File: config.mk
export PLATFORM = sky130hd
export DESIGN_NAME = pipe_reg_chain
export DESIGN_NICKNAME = d
export VERILOG_FILES = /design/src/rtl/pipe_reg_chain.sv
export SDC_FILE = /design/constraint.sdc
export NUM_CORES = 1
export LEC_CHECK = 0
export ABC_AREA = 1
export ABC_CLOCK_PERIOD_IN_PS = 2090
export CAP_MARGIN = 15
export CORE_ASPECT_RATIO = 1.2
export CORE_MARGIN = 4
export CORE_UTILIZATION = 35
export DETAILED_ROUTE_END_ITERATION = 6
export PLACE_DENSITY = 0.75
export SLEW_MARGIN = 20
export SYNTH_ARGS = -nofsm -noshare
export SYNTH_HDL_FRONTEND = slang
export SYNTH_SLANG_ARGS = --single-unit
File: constraint.sdc
create_clock -name clk -period 2.09 [get_ports clk]
set_input_delay 0.418 -clock clk [delete_from_list [all_inputs] [get_ports clk]]
set_output_delay 0.418 -clock clk [all_outputs]
set_load 0.01 [all_outputs]
File: src/rtl/pipe_reg_chain.sv
`default_nettype none
// ============================================================================
//  Module      : pipe_reg_chain
//  Description : Parametrised chain of pipeline stage registers carrying a
//                payload plus valid bit. Supports freeze (hold + bubble),
//                partial flush, occupancy tracking and a retired counter.
//  Revision    : 1.0 - initial release
// ============================================================================
module pipe_reg_chain #(
    parameter int DATA_W     = 32,
    parameter int STAGES     = 4,
    parameter int HOLD_UPTO  = 0,
    parameter int FLUSH_UPTO = 0,
    parameter int CNT_W      = 16
) (
    input  logic                          clk,
    input  logic                          rst,
    input  logic                          in_valid,
    input  logic [DATA_W-1:0]             in_data,
    output logic                          in_ready,
    input  logic                          freeze,
    input  logic                          flush,
    output logic [STAGES-1:0]             stage_valid,
    output logic [STAGES*DATA_W-1:0]      stage_data,
    output logic                          out_valid,
    output logic [DATA_W-1:0]             out_data,
    output logic [$clog2(STAGES+1)-1:0]   occupancy,
    output logic [CNT_W-1:0]              retired_cnt
);

    localparam int c_OCC_W = $clog2(STAGES + 1);

    // Elaboration-time guards on the parameter ranges
    if (STAGES < 2) begin : g_bad_stages
        $error("pipe_reg_chain: STAGES must be at least 2");
    end
    if (HOLD_UPTO < 0 || HOLD_UPTO >= STAGES - 1) begin : g_bad_hold
        $error("pipe_reg_chain: HOLD_UPTO must be in 0..STAGES-2");
    end
    if (FLUSH_UPTO < 0 || FLUSH_UPTO >= STAGES) begin : g_bad_flush
        $error("pipe_reg_chain: FLUSH_UPTO must be in 0..STAGES-1");
    end

    logic [STAGES-1:0]        r_valid;
    logic [STAGES*DATA_W-1:0] r_data;
    logic [c_OCC_W-1:0]       r_occ;
    logic [CNT_W-1:0]         r_retired;

    logic [STAGES-1:0]        w_valid_next;
    logic [STAGES*DATA_W-1:0] w_data_next;
    logic [c_OCC_W-1:0]       w_occ_next;

    // Any freeze or flush stalls the front of the chain, so the input is refused
    assign in_ready = !freeze && !flush;

    for (genvar k = 0; k < STAGES; k++) begin : g_stage
        // Static role of this stage relative to the hold and flush boundaries
        localparam bit c_KILL      = (k <= FLUSH_UPTO);
        localparam bit c_HOLD      = (k <= HOLD_UPTO);
        localparam bit c_HOLD_BUB  = (k == HOLD_UPTO + 1);
        localparam bit c_FLUSH_BUB = (k == FLUSH_UPTO + 1);

        logic              w_prev_valid;
        logic [DATA_W-1:0] w_prev_data;
        logic              w_nxt_valid;
        logic [DATA_W-1:0] w_nxt_data;

        // Stage 0 is fed from the input (payload zeroed when invalid), others from their predecessor
        if (k == 0) begin : g_head
            assign w_prev_valid = in_valid;
            assign w_prev_data  = in_valid ? in_data : '0;
        end else begin : g_body
            assign w_prev_valid = r_valid[k-1];
            assign w_prev_data  = r_data[(k-1)*DATA_W +: DATA_W];
        end

        // Next-state selection: flush kill beats freeze hold; a stage whose source is held or killed takes a bubble
        always_comb begin
            w_nxt_valid = w_prev_valid;
            w_nxt_data  = w_prev_data;
            if (flush && c_KILL) begin
                w_nxt_valid = 1'b0;
                w_nxt_data  = '0;
            end else if (freeze && c_HOLD) begin
                w_nxt_valid = r_valid[k];
                w_nxt_data  = r_data[k*DATA_W +: DATA_W];
            end else if ((freeze && c_HOLD_BUB) || (flush && c_FLUSH_BUB)) begin
                w_nxt_valid = 1'b0;
                w_nxt_data  = '0;
            end
        end

        assign w_valid_next[k]                    = w_nxt_valid;
        assign w_data_next[k*DATA_W +: DATA_W]    = w_nxt_data;
    end

    // Popcount of the next valid vector so the registered occupancy tracks stage_valid exactly
    always_comb begin
        w_occ_next = '0;
        for (int i = 0; i < STAGES; i++) begin
            w_occ_next = w_occ_next + c_OCC_W'(w_valid_next[i]);
        end
    end

    // Stage registers, occupancy and retired counter with asynchronous clear
    always_ff @(posedge clk or negedge rst) begin
        if (!rst) begin
            r_valid   <= '0;
            r_data    <= '0;
            r_occ     <= '0;
            r_retired <= '0;
        end else begin
            r_valid <= w_valid_next;
            r_data  <= w_data_next;
            r_occ   <= w_occ_next;
            if (r_valid[STAGES-1]) begin
                r_retired <= r_retired + CNT_W'(1);
            end
        end
    end

    assign stage_valid = r_valid;
    assign stage_data  = r_data;
    assign out_valid   = r_valid[STAGES-1];
    assign out_data    = r_data[(STAGES-1)*DATA_W +: DATA_W];
    assign occupancy   = r_occ;
    assign retired_cnt = r_retired;

endmodule
`default_nettype wire

==> reports/metrics.csv <==
stage;metric;value;unit
clock_tree;TritonCTS buffer count;17;
floorplanning;chip height;141;um
worst_hold_path;Hold Startpoint;stage_data[77];
sta;maximum clock frequency;503;MHz
global_routing;initial antenna violation count;0;
clock_tree;clk buf depth;2;
drt;Antenna Nets Post-Route;0;
global_routing;total track usage;16.7;%
worst_hold_path;HP Class;flip-flop to flip-flop;
floorplanning;Initial Util;35.9;%
setup_path;CP Buf/Inv Count;3;
sta;Hold WS;0.369;ns
logic_synthesis;synthesized cell area;5170;um^2
floorplanning;die width;119;um
floorplanning;Ports;222;
logic_synthesis;top cell type's share of synthesized area;73.1;%
drt;1st-iter DRT viols;257;
logic_synthesis;sequential area share after synthesis;73.1;%
outcome;outcome;complete, no violations;
drt;First-pass DRT Iterations;4;
drt;DRC;0;
sta;Final Skew;0.00724;ns
finish;antenna cells;0;
finish;share of cells above drive strength 1;7.54;%
logic_synthesis;library cells used by synthesis;22;
sta;RSZ-0062 raised after global routing;false;
logic_synthesis;Mapped Nets;463;
logic_synthesis;area leader, netlist;dfrtp_1;
placed_design;number of port buffers;221;
power;PD cells;809;nW/um^2
setup_path;type of origin of the critical path;input port;
global_routing;first-pass GRT wire length;21600;um
global_routing;Overflow after GRT;0;
logic_synthesis;Yosys reg bits;151;
clock_tree;clock-pin slew on the worst setup and hold paths;0.06;ns
drt;Wirelength per Cell;16.5;um
logic_synthesis;synthesis warning total;0;
logic_synthesis;Area contributors post-synth;dfrtp_1, buf_4, inv_1;
setup_path;CP delay by family, top;buffers and inverters;
drt;final WL;13400;um
floorplanning;core area;14400;um^2
sta;Final Hold Fails;0;
clock_tree;CTS tree;yes;
finish;# nets final;665;
placed_design;Post-DP HPWL;9970;um
clock_tree;Root Driver;clkbuf_16;
setup_path;crit-path max FO;8;
sta;Tmin final;1.99;ns
sta;crit share post-route;95.2;%
setup_path;crit-path cells;clkdlybuf4s50_1, nor2_2, buf_4, dlygate4sd2_1;
setup_path;CP startpoint;freeze;
finish;area delta synth->final;53.7;%
setup_path;crit path kind;input port to output pin;
global_routing;largest net degree at the start of global routing;53;
sta;endpoints failing setup;0;
clock_tree;htree depth;4;
power;Leak;3.58;nW
power;worst vdd ir;0.417;mV
drt;DR vias/cell;4.58;
sta;Worst-Margin Slew;0.380;ns
finish;fillcell total;1211;
logic_synthesis;post-synthesis average cell area;12.3;um^2
setup_path;kind of capture point of the worst setup path;output pin;
clock_tree;Clock Latency Late Sink;0.40;ns
clock_tree;clock sink count;151;
sta;Slew HR;74.7;%
power;total power draw;6.43;mW
setup_path;slowest stage cell, crit path;clkdlybuf4s50_1;
flow_run;max-cap viol count;0;
floorplanning;overall die area;16800;um^2
global_routing;vias in the first global route;4027;
placed_design;Final GP Congestion;0.906;
setup_path;CP required;1.67;ns
floorplanning;Rows;48;
setup_path;RR Startpoint;stage_valid[0];
logic_synthesis;Gate Count Post-Synth;422;
sta;max-slew violations;0;
drt;Vias;3720;
setup_path;Worst EP arrival;1.57;ns
setup_path;Crit path largest cell delay;0.43;ns
==> repair_timing <==
action                                  CTS  global route
hold buffers                              1             0
gates resized for setup                   1             1
setup buffers                             0             0
endpoints found under the setup margin    1             1
hold endpoints to repair                 34             0
pin swaps                                 0             0
==> power by group <==
| group | switching (mW) | internal (mW) | total, mW |
|---|---|---|---|
| sequential | 0.0639 | 3.00 | 3.07 |
| combinational | 0.260 | 0.263 | 0.523 |
| clock | 1.10 | 1.73 | 2.84 |
==> cell families after synthesis <==
group                    after synthesis  synth area share [%]
XOR/XNOR                               9                  1.52
flip-flops                           151                  73.1
buffers and inverters                 95                  9.41
AND/OR/NAND/NOR                      128                  11.4
adder cells (fa/ha/maj)                4                  1.11
AO/OA/AOI/OAI                         35                  3.51
==> path summary, 6_finish.rpt <==
check	to	slack, ns	depth (start not counted)
max	in_ready	0.10	4
min	stage_data[109]	0.37	0
max reg2reg	occupancy[1]	0.45	5
min reg2reg	stage_data[109]	0.37	0
max in group asynchronous	stage_valid[3]	0.98	3
min in group asynchronous	stage_data[111]	0.49	2
==> final cells by class <==
cell class | count | area (um^2) | area share, %
multi-input cells | 176 | 905 | 11.4
clock inverters | 7 | 70.1 | 0.882
inverters | 48 | 180 | 2.27
flip-flops and latches | 151 | 3780 | 47.6
clock buffers | 25 | 485 | 6.11
repair buffers | 230 | 2310 | 29.0
well taps | 175 | 219 | 2.76
==> Yosys cell counts <==
library cell / number
buf_2: 5
nand3_1: 35
xnor2_1: 5
nand2_2: 2
o21bai_2: 1
nor2_1: 46
clkbuf_1: 9
fa_1: 1
inv_2: 1
dfrtp_1: 151
ha_1: 3
o21ai_0: 34
nor3_1: 2
buf_4: 33
nor2_2: 1
inv_1: 47
nand2_1: 32
nand3_2: 2
nor2_4: 3
xor2_1: 4
nand2_4: 1
nand4_1: 4
==> layer usage <==
| layer | share of wire [%] | GRT usage, % | vias up | wire (um) |
|---|---|---|---|---|
| met5 | 0 | 0 | - | 0 |
| met4 | 1.5 | 5.74 | 0 | 201 |
| met3 | 8.4 | 7.26 | 17 | 1120 |
| met2 | 52 | 28.1 | 167 | 6960 |
| met1 | 38 | 19.0 | 1846 | 5100 |
| li1 | - | - | 1690 | - |
==> metrics by stage <==
| stage | worst slack, ns | std cells | setup TNS, ns | cell area (um^2) | util (%) |
|---|---|---|---|---|---|
| 2_1_floorplan | 0.0480 | 422 | 0 | 5170 | - |
| 3_3_place_gp | -0.200 | 779 | -0.531 | 7380 | 51.2 |
| 5_1_grt | 0.0140 | 812 | 0 | 7950 | 55.1 |
| 6_report | 0.101 | 812 | 0 | 7950 | 55.1 |
| 4_1_cts | 0.0628 | 812 | 0 | 7950 | 55.1 |
| 3_5_place_dp | -0.244 | 779 | -0.643 | 7380 | 51.2 |
==> cells in the final DEF, fill, tap and decap left out, drive strengths merged, types with 2 or more instances in the layout <==
| cell | n |
|---|---|
| clkbuf | 25 |
| nor2 | 50 |
| clkinv | 5 |
| buf | 9 |
| ha | 3 |
| nand3 | 37 |
| o21ai | 34 |
| inv | 48 |
| nor3 | 2 |
| nand2 | 35 |
| dfrtp | 151 |
| xnor2 | 5 |
| clkdlybuf4s50 | 219 |
| nand4 | 4 |
| xor2 | 4 |
==> worst register-to-register path: stages, from the launching register on <==
cell	delay [ns]
dfrtp_1	0.37
inv_1	0.06
nor2_1	0.18
fa_1	0.45
ha_1	0.19
ha_1	0.27
==> flip-flops by register name, indices dropped and copies added, names as in the netlist <==
register,count
stage_valid,4
retired_cnt,16
occupancy,3
stage_data,128
Power figures use the tool's default switching activity.
